**config.mk**
```make
export PLATFORM = sky130hd
export DESIGN_NAME = apb_master_ctrl
export DESIGN_NICKNAME = d
export VERILOG_FILES = /design/src/rtl/apb_master_ctrl.sv
export SDC_FILE = /design/constraint.sdc
export NUM_CORES = 1
export LEC_CHECK = 0
export CAP_MARGIN = 30
export CORE_ASPECT_RATIO = 0.75
export CORE_MARGIN = 5
export CORE_UTILIZATION = 41
export DETAILED_ROUTE_END_ITERATION = 6
export PLACE_DENSITY = 0.8
export SETUP_SLACK_MARGIN = 0.02
export SLEW_MARGIN = 25
export SYNTH_ARGS = -nofsm -noshare
export SYNTH_HDL_FRONTEND = slang
export SYNTH_SLANG_ARGS = --single-unit
```
**constraint.sdc**
```tcl
create_clock -name Hclk -period 1.9 [get_ports Hclk]
set_input_delay 0.38 -clock Hclk [delete_from_list [all_inputs] [get_ports Hclk]]
set_output_delay 0.38 -clock Hclk [all_outputs]
set_load 0.01 [all_outputs]
```
**src/rtl/apb_master_ctrl.sv**
```systemverilog
// Registered APB master: takes one request at a time from the bridge FSM and runs
// a SETUP/ACCESS transfer with PREADY wait states, PSLVERR and wait-state timeout.
module apb_master_ctrl #(
    parameter int ADDR_WIDTH = 32,
    parameter int DATA_WIDTH = 32,
    parameter int SLAVES     = 4,
    parameter int SEL_BITS   = 2,
    parameter int TIMEOUT    = 16
) (
    input  logic                  Hclk,
    input  logic                  Hresetn,
    input  logic                  req_valid,
    output logic                  req_ready,
    input  logic [ADDR_WIDTH-1:0] req_addr,
    input  logic                  req_write,
    input  logic [DATA_WIDTH-1:0] req_wdata,
    output logic                  rsp_valid,
    output logic [DATA_WIDTH-1:0] rsp_rdata,
    output logic                  rsp_err,
    output logic [ADDR_WIDTH-1:0] Paddr,
    output logic                  Pwrite,
    output logic                  Penable,
    output logic [DATA_WIDTH-1:0] Pwdata,
    output logic [SLAVES-1:0]     Pselx,
    input  logic [DATA_WIDTH-1:0] Prdata,
    input  logic                  Pready,
    input  logic                  Pslverr
);

    localparam int CNT_W = (TIMEOUT > 1) ? $clog2(TIMEOUT) : 1;

    typedef enum logic [1:0] {IDLE, SETUP, ACCESS} state_t;

    state_t            state;
    logic [CNT_W-1:0]  cnt;
    logic [SEL_BITS-1:0] req_idx;
    logic              idx_ok;
    logic              timeout_hit;

    function automatic logic [SLAVES-1:0] onehot(input logic [SEL_BITS-1:0] idx);
        logic [SLAVES-1:0] sel;
        sel = '0;
        for (int s = 0; s < SLAVES; s++) begin
            sel[s] = (32'(idx) == 32'(s));
        end
        return sel;
    endfunction

    assign req_ready   = (state == IDLE);
    assign req_idx     = req_addr[ADDR_WIDTH-1 -: SEL_BITS];
    assign idx_ok      = (32'(req_idx) < 32'(SLAVES));
    // With TIMEOUT == 0 the counter simply wraps and never aborts.
    assign timeout_hit = (TIMEOUT != 0) && (cnt == CNT_W'(TIMEOUT - 1));

    always_ff @(posedge Hclk or negedge Hresetn) begin
        if (!Hresetn) begin
            state     <= IDLE;
            cnt       <= '0;
            Pselx     <= '0;
            Penable   <= 1'b0;
            Pwrite    <= 1'b0;
            Paddr     <= '0;
            Pwdata    <= '0;
            rsp_valid <= 1'b0;
            rsp_err   <= 1'b0;
            rsp_rdata <= '0;
        end else begin
            rsp_valid <= 1'b0;
            case (state)
                IDLE: begin
                    if (req_valid) begin
                        if (idx_ok) begin
                            Paddr  <= req_addr;
                            Pwrite <= req_write;
                            Pwdata <= req_wdata;
                            Pselx  <= onehot(req_idx);
                            cnt    <= '0;
                            state  <= SETUP;
                        end else begin
                            // Unmapped slave: answer with an error, bus stays quiet.
                            rsp_valid <= 1'b1;
                            rsp_err   <= 1'b1;
                            rsp_rdata <= '0;
                        end
                    end
                end
                SETUP: begin
                    Penable <= 1'b1;
                    state   <= ACCESS;
                end
                ACCESS: begin
                    if (Pready) begin
                        Pselx     <= '0;
                        Penable   <= 1'b0;
                        rsp_valid <= 1'b1;
                        rsp_err   <= Pslverr;
                        rsp_rdata <= Pwrite ? '0 : Prdata;
                        state     <= IDLE;
                    end else if (timeout_hit) begin
                        Pselx     <= '0;
                        Penable   <= 1'b0;
                        rsp_valid <= 1'b1;
                        rsp_err   <= 1'b1;
                        rsp_rdata <= '0;
                        state     <= IDLE;
                    end else begin
                        cnt <= cnt + 1'b1;
                    end
                end
                default: state <= IDLE;
            endcase
        end
    end

endmodule

```
# [Yosys cells after proc, flatten, opt, wreduce, memory -nomap -nowiden]
# Cells that the tools add are included.
[word_totals] ff_bits=110 input_bits=102 out_inout_bits=105 wordCells=55
[op_classes] addsub=1 eq_ne=10 muxes=23 reduce_logical=11
[ops] operator="two-way mux 32 bit" n=3
[ops] operator="two-way mux 4 bit" n=6
[ops] operator="case mux 4 bit (2 select lines)" n=2
[ops] operator="AND reduction 2 bit" n=4
[ops] operator="two-way mux 1 bit" n=7
[ops] operator="== test 2 bit (second input constant)" n=3
[ops] operator="two-way mux 2 bit" n=3
[ops] operator="!= test 2 bit (second input constant)" n=3
[ops] operator="case mux 2 bit (3 select lines)" n=1
[ops] operator="nonzero test 2 bit" n=3
[ops] operator="adder 4 x 1 -> 4 bit (second input constant)" n=1
[ops] operator="== test 2 x 1 -> 1 bit (second input constant)" n=2
[ops] operator="== test 4 bit (second input constant)" n=1
[ops] operator="logical NOT 2 bit" n=2
[ops] operator="AND reduction 4 bit" n=1
[ops] operator="!= test 3 bit (second input constant)" n=1
[ops] operator="AND reduction 3 bit" n=1
[ops] operator="case mux 1 bit (2 select lines)" n=1

# [Logic depth before layout (Yosys ltp)]
# Gate-level depths: netlist (run 1).
[depth] ltp_word=4 mapped_depth=6 depth_no_buf=5

# [Least setup slack after synthesis (run 1)]
# No wires, ideal clock.
[synth_path] path_type="register -> register" startpoint="register state[1]" endpoint="register Paddr[0]" setup_time_ns=0.125 arrival_ns=1.422 t_required_ns=1.775 slack_ns=0.353 stages_incl_launch_ff=6 path_buffers=3 synth_period_minus_slack_ns=1.547 path_cell_list="dfrtp_1 > buf_6 > or3b_1 > buf_4 > buf_6 > mux2_4"
[synth_via] elab_chain_cells=2
[synth_rtl] element="start, declared" line_no="34" text="state_t state;"
[synth_rtl] element="start signal, assigned" line_no="57" text="state <= IDLE;"
[synth_rtl] element="start signal, assigned" line_no="78" text="state <= SETUP;"
[synth_rtl] element="start signal, assigned" line_no="89" text="state <= ACCESS;"
[synth_rtl] element="logical NOT 2 bit" line_no="69" text="case (state)"
[synth_rtl] element="AND reduction 2 bit (no source line)"
[synth_rtl] element="end signal, assigned" line_no="73" text="Paddr <= req_addr;"
[synth_rtl] element="end, declared" line_no="20" text="output logic [ADDR_WIDTH-1:0] Paddr,"
# Every way passes these cells.
# A chain may end at the register's enable or synchronous reset.

# [Worst setup path in the final report (run 1)]
[layout_path] startpoint="register Pwrite" endpoint="output port Pwrite"
[layout_lines] element="start, declared" line_no="21" text="output logic Pwrite,"
[layout_lines] element="start signal, assigned" line_no="74" text="Pwrite <= req_write;"
# No word-level cell between the ends.

==> results of run 1 <==
-- stage by stage --
step	setup TNS (ns)	instances	util	instance area (sq um)	total power, uW
detailed placement	-4.39	599	0.639	6650	9860
global route	0	616	0.667	6940	12200
CTS	0	616	0.666	6940	11700
floorplan	0	264	-	4430	6860
global placement	-2.57	599	0.639	6650	9700
finish	0	616	0.667	6940	11500
-- cell type report --
class	count	area [sq um]	area share
clock buffers	9	225	0.0325
clock inverters	7	47.5	0.00685
inverters	4	15.0	0.00216
multi-input cells	134	1540	0.221
flip-flops and latches	110	2760	0.397
well taps	136	170	0.0245
repair buffers	216	2190	0.316
-- cells in the final DEF, fill, tap and decap left out, types with 2 or more instances in the layout --
cell | Yosys | layout
a22o_1 | 32 | 32
a31o_2 | 2 | 2
and3_1 | 2 | 2
buf_12 | 0 | 4
buf_4 | 1 | 6
clkbuf_16 | 0 | 9
clkdlybuf4s50_1 | 0 | 204
clkinv_2 | 0 | 3
clkinvlp_4 | 0 | 2
dfrtp_1 | 110 | 108
dfrtp_2 | 0 | 2
inv_1 | 4 | 4
inv_6 | 0 | 2
mux2_2 | 4 | 4
mux2_4 | 65 | 65
nand2_1 | 2 | 2
nand3_1 | 3 | 3
nor2_1 | 3 | 2
nor3b_1 | 2 | 2
nor4b_1 | 2 | 2
o211ai_1 | 2 | 2
o21ai_0 | 2 | 2
-- kinds of logic (layout without fill, tap and decap cells) --
kind of cell | Yosys count | in the layout | share of synthesized area
flip-flops | 110 | 110 | 0.622
multiplexers | 69 | 69 | 0.231
AND/OR/NAND/NOR | 21 | 21 | 0.0285
adder cells (fa/ha/maj) | 1 | 1 | 0.00283
buffers and inverters | 20 | 236 | 0.0325
AO/OA/AOI/OAI | 43 | 43 | 0.0839
-- worst paths after layout --
check                                         end                start  cells past startpoint
max in group asynchronous    state[1]$_DFFE_PN0P_              Hresetn                      3
min reg2reg                   Penable$_DFFE_PN0P_  Penable$_DFFE_PN0P_                      1
min in group Hclk             Penable$_DFFE_PN0P_  Penable$_DFFE_PN0P_                      1
max reg2reg                  Pselx[2]$_DFFE_PN0P_   cnt[0]$_DFFE_PN0P_                      5
min                        Pwdata[28]$_DFFE_PN0P_              Hresetn                      2
max                                        Pwrite   Pwrite$_DFFE_PN0P_                      1
-- registers in the layout, indices dropped and copies added, names as in the netlist --
name       flops
state          2
rsp_err        1
Pselx          4
Penable        1
Paddr         32
Pwrite         1
rsp_rdata     32
rsp_valid      1
Pwdata        32
cnt            4
-- metal layers --
metal  global-route usage  vias up  part of all wire
li1                     -     1383                 -
met1                0.232     1478              0.42
met2                0.282      144              0.46
met3               0.0734       10              0.11
met4               0.0431        0             0.012
met5                    0        -                 0
-- power breakdown --
part | internal [uW] | total [uW] | switching [uW] | leakage (uW)
Combinational | 3630 | 5560 | 1930 | 0.00168
Clock | 893 | 1740 | 849 | 0.000132
Sequential | 3490 | 4220 | 721 | 0.00134
-- timing repair --
| action | 4_1_cts | 5_1_grt |
|---|---|---|
| resized for setup | 1 | 2 |
| setup endpoints to repair | 1 | 1 |
| endpoints found under the hold margin | 16 | 0 |
| gates cloned | 0 | 0 |
| hold buffers | 1 | 0 |
==> results by group, run 1 <==
Status
  – Outcome: finished, final reports clean

GRT
  – Vias in the first global route: 3276
  – Antenna violations before repair: 0
  – GRT Overall Usage: 0.179
  – First-pass GRT wire length: 18100 microns
  – Largest net degree at the start of global routing: 52
  – Grt ovf: 0

Yosys
  – Mapped Cells: 264
  – Unique masters post-synth: 32
  – Count of state elements after synthesis: 110
  – Cell area after synthesis: 4430 sq um
  – Syn Area/Cell: 16.8 sq um
  – Area contributors post-synth: dfrtp_1 62%, mux2_4 22%, a22o_1 6.3%, buf_6 2.0%, mux2_2 1.0%
  – Number of synthesized flops with an enable pin: 0
  – Syn nets: 367
  – Most common library cells after synthesis: 110 x dfrtp_1, 65 x mux2_4, 32 x a22o_1
  – Ys async rst share: 1.00
  – Most common flop cell mapped by yosys: dfrtp_1
  – Top-count cell post-synth: dfrtp_1
  – Post-synth top area cell: dfrtp_1
  – Ys Warns: 0
  – Fraction of the yosys area taken by sequential cells: 0.622
  – Area share of the largest cell type after synthesis: 0.622

Clock network
  – Clk_lat worst skew: 0.34 ns
  – Post-CTS setup buffer count: 0
  – Clk buf depth: 2
  – TritonCTS clock tree: yes
  – Clock slew at reported path FFs: 0.07 ns
  – Num CTS Buffers: 9
  – Clk root buf: clkbuf_16
  – Clk sink count: 110
  – Depth of the CTS H-tree: 3

Power and ir drop
  – Worst VDD drop: 1.03 mV
  – PwrDens: around 1700 nW/um^2
  – Leak: between 0.003 and 0.004 uW

Timing
  – Slew headroom: 0.708
  – Clock Skew: 0.00544 ns
  – Hold slack: between 0.4 and 0.5 ns
  – Fin. Hold Viols: 0
  – Final count of pins violating max slew: 0
  – Clock period minus worst slack: 1.70 ns
  – Fin crit share: 0.895
  – Slack of the critical path: 0.199 ns
  – Endpoints failing setup: 0
  – RSZ-0062 raised after global routing: false
  – Slew @ Worst Pin: 0.437 ns
  – Fmax: 0.588 GHz

Setup path
  – Cell breakdown of the critical path: clkdlybuf4s50_1
  – Slowest cell on the critical path: clkdlybuf4s50_1
  – Buf+Inv Stages, Crit Path: 1
  – Req. time, crit path: 1.52 ns
  – CP arrival: 1.32 ns
  – CP Max Fanout: 3
  – CP max stage delay: between 0.5 and 0.6 ns
  – WS Path Type: reg -> out
  – CP endpoint kind: output port
  – Flop-to-flop setup slack: 0.22 ns
  – CP top delay family: buffers and inverters
  – Startpoint Class: flop

Finish
  – Final net count: 578
  – Share of layout cells above drive strength 1: 0.213
  – Number of diodes: 0
  – Area growth syn-to-layout: 56.7%
  – Fill count: 763

Placed design
  – # port buffers: 206
  – Dpl ws: -0.0825 ns
  – Detailed placement HPWL: 8690 microns
  – Gpl congestion: between 0.8 and 0.9

Routing
  – Post-route DRC: 0
  – Via count: approximately 3000
  – WL/cell: 18.7 microns
  – DR iter-0 viols: ~180
  – DR pass1 iterations: 4
  – Via density per instance: 4.89
  – ANT nets after route: 0
  – Drt total wl: roughly 12000 microns

Hold path
  – Worst Hold Class: in -> async

Floorplan
  – # IOs: 207
  – Die width: 130 microns
  – Die area: 13000 sq um
  – Initial Util: 0.425
  – Core box area: 10400 sq um
  – Row count: 32
  – Chip height: 100 microns

Flow run
  – Max-cap violations: 0
Power figures use the tool's default switching activity.
==> inputs of run 2 (changes only) <==
--- a/config.mk
+++ b/config.mk
@@ -6,7 +6,7 @@
 export NUM_CORES = 1
 export LEC_CHECK = 0
 export CAP_MARGIN = 30
-export CORE_ASPECT_RATIO = 0.75
+export CORE_ASPECT_RATIO = 0.7
 export CORE_MARGIN = 5
 export CORE_UTILIZATION = 41
 export DETAILED_ROUTE_END_ITERATION = 6
==> results by group, run 2 (synthesis gave the netlist of run 1 again) <==
GRT
  – First-pass GRT wire length: ~18000 microns
  – Vias in the first global route: 3393
  – GRT Overall Usage: 0.175
  – Grt ovf: 0
  – Antenna violations before repair: 0
  – Largest net degree at the start of global routing: 45

Power and ir drop
  – Internal power: 8050 uW
  – Comb pwr share: 0.487
  – Sequential Power Share: 0.363
  – PwrDens: 1660 nW/um^2
  – NetSw: ~3500 uW
  – Clock power frac: 0.150
  – Sw Ratio: 0.302
  – Leak: 0.00317 uW
  – Worst VDD drop: between 0.6 and 0.7 mV

Timing
  – Final count of pins violating max slew: 0
  – Clock period minus worst slack: 1.71 ns
  – Fin crit share: 0.899
  – RSZ-0062 raised after global routing: false
  – Fmax: 0.585 GHz
  – Slack of the critical path: roughly 0.19 ns
  – Slew @ Worst Pin: 0.445 ns
  – Setup TNS: 0 ns
  – Fin. Hold Viols: 0
  – Endpoints failing setup: 0
  – Slew headroom: 0.703
  – Clock Skew: around 0.0067 ns

Placed design
  – Gpl congestion: 0.759
  – Detailed placement HPWL: about 8400 microns
  – # port buffers: 206
  – Dpl ws: -0.0645 ns

Finish
  – Largest registers: Paddr (32), Pwdata (32), rsp_rdata (32)
  – Area growth syn-to-layout: 57.4%
  – Final core utilization: 0.668
  – Most common cell after layout, fill and taps aside: clkdlybuf4s50_1
  – Fill count: around 720
  – Number of diodes: 0
  – Share of layout cells above drive strength 1: 0.215
  – Final net count: 582
  – Most frequent cells in the layout: 204 x clkdlybuf4s50_1, 110 x dfrtp_1, 65 x mux2_4

Setup path
  – CP endpoint kind: output port
  – CP max stage delay: 0.58 ns
  – WS Path Type: reg -> out
  – Cell breakdown of the critical path: clkdlybuf4s50_1
  – CP top delay family: buffers and inverters
  – Slowest cell on the critical path: clkdlybuf4s50_1
  – CP arrival: 1.33 ns
  – Startpoint Class: flop
  – Buf+Inv Stages, Crit Path: 1
  – CP Max Fanout: 3
  – Req. time, crit path: 1.52 ns

Floorplan
  – Initial Util: 0.424
  – Row count: 31
  – Die area: 13000 sq um
  – Core box area: 10400 sq um
  – Chip height: 97.0 microns
  – Die width: ~130 microns
  – # IOs: 207

Routing
  – ANT nets after route: 0
  – DR iter-0 viols: 119
  – Drt total wl: 11200 microns
  – Via count: 3000
  – Via density per instance: 4.87
  – WL/cell: 18.2 microns
  – Post-route DRC: 0
  – DR pass1 iterations: 4

Clock network
  – Clk buf depth: 2
  – Clk root buf: clkbuf_16
  – Depth of the CTS H-tree: 3
  – Num CTS Buffers: 9
  – Clk_lat worst skew: 0.33 ns
  – Clock slew at reported path FFs: 0.07 ns
  – Post-CTS setup buffer count: 0
  – TritonCTS clock tree: yes
  – Clk sink count: 110

Flow run
  – Max-cap violations: 0

Status
  – Outcome: finished, final reports clean

Hold path
  – Worst Hold Class: reg -> reg
run 2: cell types whose count changed in the layout (fill, tap and decap cells not counted), sizes merged:
| cell | delta |
|---|---|
| dlymetal6s2s | -1 |
| buf | +4 |
| dlygate4sd2 | +1 |
run 2: metrics by stage:
step | hold WS [ns] | power, uW | instances | instance area, sq um
4_1_cts | 0.511 | 11700 | 616 | 6970
6_report | 0.508 | 11500 | 616 | 6970
3_3_place_gp | 0.350 | 9780 | 599 | 6690
5_1_grt | 0.517 | 12200 | 616 | 6970
2_1_floorplan | 0.0844 | 6860 | 264 | 4430
3_5_place_dp | 0.358 | 9890 | 599 | 6690
run 2: metal layers:
layer,vias up,share of wire,global-route usage
met3,10,0.10,0.0757
met5,-,0,0
li1,1390,-,-
met2,146,0.44,0.266
met1,1454,0.45,0.233
met4,0,0.011,0.0423
run 2: worst paths after layout:
path / from / end / slack (ns) / cells past startpoint
worst max-delay path: Pwrite$_DFFE_PN0P_ / Pwrite / 0.19 / 1
worst min-delay path: Paddr[12]$_DFFE_PN0P_ / Paddr[12]$_DFFE_PN0P_ / 0.51 / 1
worst max register to register: cnt[0]$_DFFE_PN0P_ / Pselx[2]$_DFFE_PN0P_ / 0.25 / 5
worst min register to register: Paddr[12]$_DFFE_PN0P_ / Paddr[12]$_DFFE_PN0P_ / 0.51 / 1
max in group asynchronous: Hresetn / rsp_rdata[15]$_DFFE_PN0P_ / 0.78 / 3
min in group asynchronous: Hresetn / Paddr[20]$_DFFE_PN0P_ / 0.54 / 2
run 2: repair_timing:
item | 4_1_cts | 5_1_grt
endpoints found under the setup margin | 1 | 0
hold buffers | 1 | 0
resized for setup | 1 | 0
hold endpoints to repair | 25 | 0
run 2: power by group through the flow:
| stage | clock (uW) | combinational [uW] | sequential (uW) |
|---|---|---|---|
| floorplan | 0 | 2210 | 4650 |
| global placement | 0 | 5580 | 4200 |
| detailed placement | 0 | 5700 | 4190 |
| CTS | 1790 | 5700 | 4200 |
| global route | 1900 | 5960 | 4360 |
| finish | 1730 | 5620 | 4190 |
run 2: final cells by class:
class | count | area (sq um) | area share
Inverter | 4 | 15.0 | 0.00215
Multi-Input combinational cell | 134 | 1540 | 0.220
Sequential cell | 110 | 2750 | 0.395
Timing Repair Buffer | 220 | 2230 | 0.320
Tap cell | 132 | 165 | 0.0237
Clock buffer | 9 | 225 | 0.0323
Clock inverter | 7 | 47.5 | 0.00682
==> inputs of run 3 (changes only) <==
--- a/config.mk
+++ b/config.mk
@@ -11,6 +11,7 @@
 export CORE_UTILIZATION = 41
 export DETAILED_ROUTE_END_ITERATION = 6
 export PLACE_DENSITY = 0.8
+export RECOVER_POWER = 25
 export SETUP_SLACK_MARGIN = 0.02
 export SLEW_MARGIN = 25
 export SYNTH_ARGS = -nofsm -noshare
==> results by group, run 3 (synthesis gave the netlist of run 1 again) <==
Status
  – Outcome: finished, final reports clean

Finish
  – Most common cell after layout, fill and taps aside: clkdlybuf4s50_1
  – Final cell count without fillers: 616
  – Most frequent cells in the layout: 204 x clkdlybuf4s50_1, 110 x dfrtp_1, 65 x mux2_4
  – Final net count: 582
  – Largest registers: Paddr (32), Pwdata (32), rsp_rdata (32)
  – Number of diodes: 0
  – Share of layout cells above drive strength 1: 0.215
  – Area growth syn-to-layout: 57.2%

Routing
  – Drt total wl: about 11000 microns
  – WL/cell: around 18 microns
  – DR iter-0 viols: 119
  – Post-route DRC: 0
  – Via count: 3000
  – ANT nets after route: 0
  – DR pass1 iterations: 4
  – Via density per instance: roughly 5

Setup path
  – CP endpoint kind: output port
  – Startpoint Class: flop
  – CP max stage delay: slightly below 0.6 ns
  – Slowest cell on the critical path: clkdlybuf4s50_1
  – Cell breakdown of the critical path: clkdlybuf4s50_1
  – CP arrival: 1.33 ns
  – CP top delay family: buffers and inverters
  – Req. time, crit path: 1.52 ns
  – Buf+Inv Stages, Crit Path: 1
  – WS Path Type: reg -> out
  – CP Max Fanout: 3

Placed design
  – # port buffers: 206
  – Gpl congestion: 0.759
  – Detailed placement HPWL: 8410 microns
  – Post-placement cell count: 599
  – Dpl ws: -0.0645 ns

Floorplan
  – Die area: 13000 sq um
  – Die width: roughly 130 microns
  – Initial Util: 0.424
  – Core box area: 10400 sq um
  – Chip height: 97.0 microns
  – # IOs: 207
  – Row count: 31

GRT
  – First-pass GRT wire length: 18200 microns
  – GRT Overall Usage: 0.175
  – Antenna violations before repair: 0
  – Vias in the first global route: 3393
  – Grt ovf: 0
  – Largest net degree at the start of global routing: 45

Clock network
  – Clk sink count: 110
  – Num CTS Buffers: 9
  – Clk_lat worst skew: 0.33 ns
  – Clk root buf: clkbuf_16
  – Clock slew at reported path FFs: ~0.070 ns
  – Clk buf depth: 2
  – TritonCTS clock tree: yes
  – Post-CTS setup buffer count: 0
  – Depth of the CTS H-tree: 3

Timing
  – Fin. Hold Viols: 0
  – Final count of pins violating max slew: 0
  – Clock period minus worst slack: 1.71 ns
  – RSZ-0062 raised after global routing: false
  – Slack of the critical path: 0.192 ns
  – Slew headroom: 0.443
  – Slew @ Worst Pin: around 0.84 ns
  – Fmax: 0.585 GHz
  – Clock Skew: 0.00671 ns
  – Endpoints failing setup: 0
  – Fin crit share: 0.899

Power and ir drop
  – Leak: 0.00317 uW
  – Total power: 11500 uW
  – Worst VDD drop: 0.666 mV
  – PwrDens: 1660 nW/um^2

Hold path
  – Worst Hold Class: reg -> reg

Flow run
  – Max-cap violations: 0
[run 3: cell types whose count changed in the layout (fill, tap and decap cells not counted), sizes merged]
cell and delta:
clkbuf +1, buf -1
[run 3: metal layers]
metal,vias up,wire length [microns],track usage
met5,-,0,0
met4,0,118,0.0423
met3,10,1130,0.0757
met2,146,4940,0.266
met1,1454,5030,0.233
li1,1390,-,-
[run 3: per-stage QoR]
stage | util | hold slack, ns | TNS [ns] | cell area (sq um)
CTS | 0.668 | 0.511 | 0 | 6970
detailed placement | 0.641 | 0.358 | -3.50 | 6690
finish | 0.667 | 0.508 | 0 | 6960
global route | 0.667 | 0.517 | 0 | 6960
global placement | 0.641 | 0.350 | -2.57 | 6690
floorplan | - | 0.0844 | 0 | 4430
[run 3: area by class of cell]
cell class	count	area, sq um
clock buffers	9	225
repair buffers	220	2220
multi-input cells	134	1540
clock inverters	7	47.5
well taps	132	165
inverters	4	15.0
fillers	721	3470
flip-flops and latches	110	2750
[run 3: path summary, 6_finish.rpt]
check	depth (start not counted)	slack, ns	to	startpoint
max	1	0.19	Pwrite	Pwrite$_DFFE_PN0P_
min	1	0.51	Paddr[12]$_DFFE_PN0P_	Paddr[12]$_DFFE_PN0P_
max reg2reg	5	0.25	Pselx[2]$_DFFE_PN0P_	cnt[0]$_DFFE_PN0P_
min reg2reg	1	0.51	Paddr[12]$_DFFE_PN0P_	Paddr[12]$_DFFE_PN0P_
max in group asynchronous	3	0.34	rsp_rdata[15]$_DFFE_PN0P_	Hresetn
min in group asynchronous	2	0.69	Paddr[20]$_DFFE_PN0P_	Hresetn
[run 3: power breakdown]
part | leakage [uW] | total, uW | internal (uW) | switching (uW)
clock network | 0.000132 | 1730 | 892 | 836
registers | 0.00134 | 4190 | 3490 | 703
logic | 0.00169 | 5620 | 3670 | 1950
[run 3: repair_timing]
item	in CTS	in global routing
hold buffers	1	0
endpoints found under the setup margin	1	0
gates resized for setup	1	0
endpoints found under the hold margin	25	0
[run 3: worst register-to-register path, stage by stage, from the launching register on]
cell and delay (ns):
dfrtp_1 0.39, ha_1 0.26, nand3_1 0.11, a311oi_2 0.27, buf_4 0.17, mux2_2 0.33
